**src/rtl/shake_coeff_if.sv**
```systemverilog
// Bus between the SHAKE256 squeeze port, the coefficient unpacker and its consumer.
// Handshake: a beat transfers on a rising edge where valid && ready; a source holds its payload stable while valid && !ready.
interface shake_coeff_if #(
  parameter int COEF_W = 13
);
  logic [63:0]       data_in;
  logic [7:0]        data_in_keep;
  logic              data_in_valid;
  logic              data_in_ready;
  logic              data_in_last;
  logic [COEF_W-1:0] coef_out;
  logic              coef_valid;
  logic              coef_ready;
  logic              coef_last;

  modport master (
    output data_in, data_in_keep, data_in_valid, data_in_last, coef_ready,
    input  data_in_ready, coef_out, coef_valid, coef_last
  );

  modport slave (
    input  data_in, data_in_keep, data_in_valid, data_in_last, coef_ready,
    output data_in_ready, coef_out, coef_valid, coef_last
  );
endinterface

```
**src/rtl/shake_coeff_unpacker.sv**
```systemverilog
// Unpacks a keep-qualified 64-bit squeeze stream LSB-first into NUM_COEF coefficients of COEF_W bits.
// A bit buffer refills only when it holds less than one coefficient, so accept and emit never coincide.
module shake_coeff_unpacker #(
  parameter int COEF_W   = 13,
  parameter int NUM_COEF = 256
) (
  input  logic       clk,
  input  logic       rst,
  input  logic       start,
  shake_coeff_if.slave bus,
  output logic       done,
  output logic       err_short,
  output logic [1:0] fsm_state
);
  localparam int CNT_W = $clog2(NUM_COEF + 1);
  localparam int BUF_W = 64 + COEF_W - 1;
  localparam logic [6:0]       CW       = 7'(COEF_W);
  localparam logic [CNT_W-1:0] LAST_IDX = CNT_W'(NUM_COEF - 1);

  typedef enum logic [1:0] {S_IDLE, S_RUN, S_FLUSH, S_DONE} state_t;

  state_t           state, state_n;
  logic [BUF_W-1:0] buffer;
  logic [6:0]       fill;
  logic [CNT_W-1:0] count;
  logic             last_seen;

  logic [3:0]       nbytes;
  logic [63:0]      in_bits;
  logic [BUF_W-1:0] in_shifted;
  logic             accept, emit, short_end, begin_frame;

  // Non-contiguous keep patterns still consume the word but contribute no bytes.
  always_comb begin
    nbytes = 4'd0;
    case (bus.data_in_keep)
      8'h01: nbytes = 4'd1;
      8'h03: nbytes = 4'd2;
      8'h07: nbytes = 4'd3;
      8'h0F: nbytes = 4'd4;
      8'h1F: nbytes = 4'd5;
      8'h3F: nbytes = 4'd6;
      8'h7F: nbytes = 4'd7;
      8'hFF: nbytes = 4'd8;
      default: nbytes = 4'd0;
    endcase
  end

  always_comb begin
    in_bits = '0;
    for (int k = 0; k < 8; k++) begin
      in_bits[8*k +: 8] = (4'(k) < nbytes) ? bus.data_in[8*k +: 8] : 8'h00;
    end
    in_shifted = BUF_W'(in_bits) << fill;
  end

  always_comb begin
    state_n            = state;
    bus.data_in_ready  = 1'b0;
    bus.coef_valid     = 1'b0;
    accept             = 1'b0;
    emit               = 1'b0;
    short_end          = 1'b0;
    begin_frame        = 1'b0;
    case (state)
      S_IDLE: begin
        if (start) begin
          begin_frame = 1'b1;
          state_n     = S_RUN;
        end
      end
      S_RUN: begin
        bus.data_in_ready = (fill < CW) && !last_seen && !rst;
        bus.coef_valid    = (fill >= CW) && !rst;
        accept            = bus.data_in_ready && bus.data_in_valid;
        emit              = bus.coef_valid && bus.coef_ready;
        if (emit && (count == LAST_IDX)) begin
          state_n = last_seen ? S_DONE : S_FLUSH;
        end else if ((fill < CW) && last_seen) begin
          short_end = 1'b1;
          state_n   = S_DONE;
        end
      end
      S_FLUSH: begin
        bus.data_in_ready = !rst;
        accept            = bus.data_in_ready && bus.data_in_valid;
        if (accept && bus.data_in_last) state_n = S_DONE;
      end
      S_DONE: begin
        if (start) begin
          begin_frame = 1'b1;
          state_n     = S_RUN;
        end
      end
      default: state_n = S_IDLE;
    endcase
  end

  always_ff @(posedge clk) begin
    if (rst) begin
      state     <= S_IDLE;
      buffer    <= '0;
      fill      <= '0;
      count     <= '0;
      last_seen <= 1'b0;
      err_short <= 1'b0;
    end else begin
      state <= state_n;
      if (begin_frame) begin
        buffer    <= '0;
        fill      <= '0;
        count     <= '0;
        last_seen <= 1'b0;
        err_short <= 1'b0;
      end else if (state == S_RUN) begin
        if (accept) begin
          buffer    <= buffer | in_shifted;
          fill      <= fill + {nbytes, 3'b000};
          last_seen <= bus.data_in_last;
        end else if (emit) begin
          count <= count + CNT_W'(1);
          // Leaving S_RUN drops whatever surplus bits remain.
          if (state_n != S_RUN) begin
            buffer <= '0;
            fill   <= '0;
          end else begin
            buffer <= buffer >> COEF_W;
            fill   <= fill - CW;
          end
        end else if (short_end) begin
          err_short <= 1'b1;
          buffer    <= '0;
          fill      <= '0;
        end
      end
    end
  end

  assign bus.coef_out  = buffer[COEF_W-1:0];
  assign bus.coef_last = bus.coef_valid && (count == LAST_IDX);
  assign done          = (state == S_DONE);
  assign fsm_state     = state;
endmodule
```
**src/flat_wrapper.sv**
```systemverilog
// flat-port wrapper written by rule: the top's interface ports become plain ports
module shake_coeff_unpacker_flat 
#(
  parameter int COEF_W   = 13,
  parameter int NUM_COEF = 256
)
  (clk, rst, start, done, err_short, fsm_state, bus_data_in, bus_data_in_keep, bus_data_in_valid, bus_data_in_last, bus_coef_ready, bus_data_in_ready, bus_coef_out, bus_coef_valid, bus_coef_last);
  shake_coeff_if #(.COEF_W(COEF_W)) bus_i ();
  input  logic clk;
  input  logic rst;
  input  logic start;
  output logic done;
  output logic err_short;
  output logic [1:0] fsm_state;
  input wire logic [$bits(bus_i.data_in)-1:0] bus_data_in;
  input wire logic [$bits(bus_i.data_in_keep)-1:0] bus_data_in_keep;
  input wire logic [$bits(bus_i.data_in_valid)-1:0] bus_data_in_valid;
  input wire logic [$bits(bus_i.data_in_last)-1:0] bus_data_in_last;
  input wire logic [$bits(bus_i.coef_ready)-1:0] bus_coef_ready;
  output wire logic [$bits(bus_i.data_in_ready)-1:0] bus_data_in_ready;
  output wire logic [$bits(bus_i.coef_out)-1:0] bus_coef_out;
  output wire logic [$bits(bus_i.coef_valid)-1:0] bus_coef_valid;
  output wire logic [$bits(bus_i.coef_last)-1:0] bus_coef_last;
  assign bus_i.data_in = bus_data_in;
  assign bus_i.data_in_keep = bus_data_in_keep;
  assign bus_i.data_in_valid = bus_data_in_valid;
  assign bus_i.data_in_last = bus_data_in_last;
  assign bus_i.coef_ready = bus_coef_ready;
  assign bus_data_in_ready = bus_i.data_in_ready;
  assign bus_coef_out = bus_i.coef_out;
  assign bus_coef_valid = bus_i.coef_valid;
  assign bus_coef_last = bus_i.coef_last;
  shake_coeff_unpacker #(.COEF_W(COEF_W), .NUM_COEF(NUM_COEF)) u_core (.clk(clk), .rst(rst), .start(start), .bus(bus_i), .done(done), .err_short(err_short), .fsm_state(fsm_state));
endmodule
```
**config.mk**
```make
export PLATFORM = sky130hd
export DESIGN_NAME = shake_coeff_unpacker_flat
export DESIGN_NICKNAME = d
export VERILOG_FILES = /design/src/rtl/shake_coeff_if.sv /design/src/rtl/shake_coeff_unpacker.sv /design/src/flat_wrapper.sv
export SDC_FILE = /design/constraint.sdc
export NUM_CORES = 1
export LEC_CHECK = 0
export BUFFER_PORTS_ARGS = -buffer_cell sky130_fd_sc_hd__buf_2
export CAP_MARGIN = 25
export CORE_MARGIN = 1.5
export CORE_UTILIZATION = 53
export CTS_BUF_LIST = sky130_fd_sc_hd__clkbuf_2
export DETAILED_ROUTE_END_ITERATION = 6
export MAX_ROUTING_LAYER = met4
export PLACE_DENSITY = 0.79
export REMOVE_ABC_BUFFERS = 1
export SLEW_MARGIN = 20
export SYNTH_ARGS = -nofsm -noshare
export SYNTH_HDL_FRONTEND = slang
export SYNTH_SLANG_ARGS = --single-unit
```
**constraint.sdc**
```tcl
create_clock -name clk -period 3.4 [get_ports clk]
set_clock_uncertainty 0.15 [all_clocks]
set_input_delay 0.51 -clock clk [delete_from_list [all_inputs] [get_ports clk]]
set_output_delay 0.51 -clock clk [all_outputs]
set_load 0.005 [all_outputs]
```
---- Word level (Yosys, flattened, before mapping) ----
Cells that the tools add are included.
storage, ports and cells
  logic and storage cells ................. 88
  register bits after elaboration ......... 96
  output and inout bits ................... 20
  input port bits ......................... 78
operators by class
  order comparisons ....................... 10
  shift operators ......................... 1
  reductions and logical operators ........ 20
  add/subtract/negate cells ............... 3
  mux-type cells .......................... 32
  bitwise logic cells ..................... 3
  equal/unequal tests ..................... 13
operators by type and width
  cell                                                                    count
  76-bit two-way mux                                                      3
  76-bit bitwise OR                                                       1
  64-bit by 7-bit << shifter with 76-bit output                           1
  8-bit two-way mux                                                       8
  63-bit two-way mux                                                      1
  4-bit case mux with 8 select lines                                      1
  7-bit two-way mux                                                       4
  3-bit by 4-bit < comparator with 1-bit output (first input constant)    4
  1-bit logical AND                                                       10
  9-bit by 1-bit adder with 9-bit output (second input constant)          1
  9-bit by 8-bit equality test with 1-bit output (second input constant)  1
  8-bit by 1-bit equality test with 1-bit output (second input constant)  1
  8-bit by 2-bit equality test with 1-bit output (second input constant)  1
  8-bit by 3-bit equality test with 1-bit output (second input constant)  1
  8-bit by 4-bit equality test with 1-bit output (second input constant)  1
  8-bit by 5-bit equality test with 1-bit output (second input constant)  1
  8-bit by 6-bit equality test with 1-bit output (second input constant)  1
  8-bit by 7-bit equality test with 1-bit output (second input constant)  1
  8-bit equality test (second input constant)                             1
  1-bit by 4-bit < comparator with 1-bit output (first input constant)    2
  2-bit by 4-bit < comparator with 1-bit output (first input constant)    2
  1-bit two-way mux                                                       8
  2-bit two-way mux                                                       4
  7-bit adder                                                             1
  other kinds (16)                                                        22

---- Depth between registers and ports, before layout ----
  word-level depth ........................ 10
  mapped depth ............................ 16
  mapped depth without buffers ............ 13

---- Worst setup path after synthesis ----
OpenSTA, ideal clock, no wires.
  kind .................................... reg-to-reg
  start ................................... register u_core.fill[1]
  end ..................................... register u_core.buffer[33]
  buffers on the path ..................... 5
  setup slack ............................. -20 ps
  clock period less this slack ............ 3420 ps
  stages on the path, launching flop included .. 15
  arrival time ............................ 3151 ps
  library setup time ...................... 120 ps
  required time ........................... 3130 ps
  cell sequence ........................... dfxtp_1 > buf_2 > buf_2 > inv_1 > clkbuf_1 > ha_1 > o311a_1 > o2111ai_1 > o21ba_2 > buf_4 > a21boi_1 > and2_1 > buf_2 > a221o_1 > o31a_1
on the way
  cells in the longest elaborated chain, start to end .. 10
  elaborated cells between the ends (all ways) .. 25
  those cells by class .................... order compare (2); eq/ne (1); shift (1); mux (11); bitwise (1); reduce/logical (9)
RTL lines
  what                                            RTL line                     RTL
  start: declaration                              shake_coeff_unpacker.sv:24   logic [6:0] fill;
  start signal: assignment                        shake_coeff_unpacker.sv:118  fill <= fill + {nbytes, 3'b000};
  start signal: assignment                        shake_coeff_unpacker.sv:128  fill <= fill - CW;
  7-bit by 4-bit >= comparator with 1-bit output  shake_coeff_unpacker.sv:74   bus.coef_valid = (fill >= CW) && !rst;
  1-bit logical AND                               shake_coeff_unpacker.sv:74
  1-bit logical AND                               shake_coeff_unpacker.sv:76   emit = bus.coef_valid && bus.coef_ready;
  1-bit logical AND                               shake_coeff_unpacker.sv:77   if (emit && (count == LAST_IDX)) begin
  2-bit two-way mux                               shake_coeff_unpacker.sv:77
  2-bit case mux with 3 select lines              shake_coeff_unpacker.sv:65   case (state)
  2-bit by 1-bit != test with 1-bit output        shake_coeff_unpacker.sv:123  if (state_n != S_RUN) begin
  63-bit two-way mux                              shake_coeff_unpacker.sv:123
  76-bit two-way mux                              shake_coeff_unpacker.sv:120  end else if (emit) begin
  76-bit two-way mux                              shake_coeff_unpacker.sv:116  if (accept) begin
  end signal: assignment                          shake_coeff_unpacker.sv:117  buffer <= buffer | in_shifted;
  end signal: assignment                          shake_coeff_unpacker.sv:127  buffer <= buffer >> COEF_W;
  end: declaration                                shake_coeff_unpacker.sv:23   logic [BUF_W-1:0] buffer;
Parallel ways exist; a longest one is shown, timed or not.
A chain may end at the register's enable or synchronous reset.

---- Worst setup path in the final report ----
  start ................................... register u_core.fill[0]
  end ..................................... register u_core.buffer[48]
The elaborated chain is that of the path after synthesis.

==> impl_results.md <==
* Status: finished, final reports clean
* Final setup fails at 0
* Clock slew at reported path FFs at 0.28 ns
* # IOs at 98
* Power share of the clock group at between 20% and 30%
* Synthesized area per cell at 7.55 um^2
* First-pass GRT wire length at 68.3 mm
* Die Height at 142 um
* Core Area at approximately 19000 um^2
* Gate power share at 34.0%
* TritonCTS Buffers at 9
* Yosys cell types at 94
* Crit end category: flip-flop
* IO Port Bufs at 97
* Wire length on met3 at 5.20 mm
* Min-delay worst type: in -> reg
* Maximum clock frequency at 302 MHz
* R2R depth at 7
* Post-synthesis simple-gate area fraction at between 20 and 25%
* Reg2Reg Launch Point: u_core.fill[0]$_SDFFE_PP0P_
* Routability cong. at 1.08
* Top Metal Used: met4
* Final min period at 3.31 ns
* Clock root buffer: clkbuf_2
* Async SR Flop Fraction at 0%
* Number of max-cap violations at 0
* Met1 wire length at 18.0 mm
* Post-Layout Cell Count at around 1700
* Initial drt markers at approximately 1900
* Hold Startpoint: rst
* Design internal power at 1.82 mW
* Hold WS at ~0.17 ns
* Hold EP: u_core.fsm_state[0]$_SDFF_PP0_
* Final hold viol count at 0
* DP Cell Count at ~1700
* Largest family of logic cells by synthesized area: compound AO/OA/AOI/OAI gates
* Prevailing post-synth register cell: dfxtp_1
* Reg2reg setup slack at 0.09 ns
* DRT Pass-1 Iters at 6
* Via/cell ratio at 7.22
* GRT overflow at 0
* Post-synthesis mux area share at between 10% and 20%
* Most frequent cells in the layout: buf_4 (144), a21oi_1 (117), nor2_1 (112)
* GRT Util Overall at 45.6%
* FP Rows at 50
* Flops & latches, synth at 96
* Max transition margin at 26.0%
* Fillers at 1723
* Sequential-to-total area share from yosys stat at 18.9%
* Fin. max-slew vios at 0
* Switch share at a little under two fifths
* DRC errors left at 0
* XOR/XNOR share of the synthesized area at 0.946%
* Nets@finish at 1562
* Routed wire length on met2 at 18.9 mm
* CTS Sinks at 96
* Clock buffer depth at 2
* Initial Util at 54.2%
* Area delta synth->final at 16.0%
* Worst-path fanout max at 16
* Synth Area in Compound Gates at 35.8%
* EDFF count, synth at 0
* Largest net degree at the start of global routing at between 50 and 60
* Drt wl/cell at about 26 um
* Layout cells sized above 1 at 25.5%
* Tcrit/Tclk final at slightly below 100%
* FF-to-FF End: u_core.buffer[48]$_SDFFE_PP0P_
* Final ANT Viol Nets at 0
* Gate Count Post-Synth at 1349
* Detailed Route WL at 44.5 mm
* Pwr/cell area at 247 nW/um^2
* Kind of start point of the critical path: flip-flop
* Unrepaired setup endpoints after global routing: no
* Final core occ at 62.9%
* CTS H-Tree Depth at 3
* CTS tree: done
* Commonest non-fill, non-tap cell in the layout: buf_4
* Initial antenna violation count at 2
* Syn. warnings at 0
* Die area at roughly 20000 um^2
* Worst Path Required at 3.78 ns
* Syn Std Cell Area at 10200 um^2
* Via count at ~12000
* Clk Latency, worst-skew pair at 0.61 ns
* Post-Synth Adder-Cell Area at 1.43%
* Vias in the first global route at 11400
* CP arrival at 3.69 ns
* Switching power at 1.09 mW
* Seq pwr share at 40.4%
* Transition time of the tightest slew-check pin at roughly 1.1 ns
* WHS Path Cells at 3
* Peak VDD IR at 236 uV
* Worst Setup Path Type: reg -> reg
* Setup TNS at 0 ns
* Die width at 142 um
* Leak pwr at about 4.4 nW
* Dpl hpwl at 34.0 mm
critical path, cell delays in order, from the launching register on:
cell and delay, ns:
dfxtp_4 0.57, mux4_2 0.58, a21boi_1 0.21, a32o_1 0.24, a221oi_1 0.86, and2_1 0.27, o22ai_1 0.09, a221o_1 0.27
kinds of logic after synthesis:
logic type | after synthesis
compound gates | 529
buf+inv | 156
xor+xnor | 11
simple gates | 424
fa+ha+maj | 11
flops | 96
mux | 122
metrics by stage:
stage | cell area, um^2 | worst slack [ns] | power, mW
global placement | 11600 | -0.0840 | 2.14
detailed placement | 11600 | -0.0288 | 2.15
CTS | 11800 | 0.175 | 2.88
finish | 11800 | 0.0871 | 2.92
global route | 11800 | 0.0115 | 3.02
floorplan | 9550 | -3.05 | 1.68
sequential cells by signal, indices dropped and copies added, names as in the netlist:
register and count:
u_core.fill 7, u_core.last_seen 1, u_core.err_short 1, u_core.buffer 76, u_core.count 9, u_core.fsm_state 2
routing by layer:
layer,up-vias,GRT usage [%]
met1,5868,61.1
met3,164,9.25
met4,0,21.1
met2,864,66.0
li1,5468,-
met5,-,-
how the worst max path moves through the flow:
stage	to	slack, ns	start	cells after the start
after floorplan	u_core.buffer[41]$_SDFFE_PP0P_	-3.05	u_core.fill[0]$_SDFFE_PP0P_	8
after global placement	u_core.buffer[39]$_SDFFE_PP0P_	-0.08	bus_data_in_keep[3]	11
after detailed placement	u_core.buffer[50]$_SDFFE_PP0P_	-0.03	bus_data_in_keep[3]	10
after CTS	u_core.buffer[24]$_SDFFE_PP0P_	0.18	u_core.count[0]$_SDFFE_PP0P_	15
after global routing	u_core.buffer[24]$_SDFFE_PP0P_	0.01	u_core.count[1]$_SDFFE_PP0P_	15
final	u_core.buffer[48]$_SDFFE_PP0P_	0.09	u_core.fill[0]$_SDFFE_PP0P_	7
synthesized netlist by cell type, types with 27 or more instances:
cell type,number,share of area [%]
clkbuf_1,76,2.8
dfxtp_1,96,19
nand3_1,43,2.1
o21ai_0,106,5.2
nand2_1,111,4.1
nor3_1,41,2.0
nor2_1,112,4.1
mux2i_1,56,5.5
buf_2,34,1.7
a211oi_1,30,2.2
a21oi_1,118,5.8
mux2_2,39,4.3
mux4_2,27,6.0
power by group through the flow:
stage	clock network [mW]	registers (mW)	logic, mW
final	0.747	1.18	0.994
after global routing	0.789	1.18	1.05
after CTS	0.750	1.18	0.954
after detailed placement	0	1.20	0.949
after global placement	0	1.20	0.940
after floorplan	0	1.20	0.477
layout make-up:
type                            count  area (um^2)  share of cell area (%)
Clock buffer                        9         45.0                   0.381
Sequential cell                    96         1930                    16.4
Tap cell                          234          293                    2.48
Clock inverter                      6          115                   0.975
Antenna cell                        1         2.50                  0.0212
Inverter                           17         63.8                   0.540
Multi-Input combinational cell   1097         7580                    64.2
Timing Repair Buffer              252         1780                    15.0
timing repair:
| item | in CTS | in global routing |
|---|---|---|
| setup endpoints to repair | 0 | 2 |
| endpoints found under the hold margin | 1 | 0 |
| hold buffers | 1 | 0 |
| setup buffers | 0 | 0 |
| resized for setup | 0 | 1 |
No activity file was read; power rests on OpenSTA's default activity.
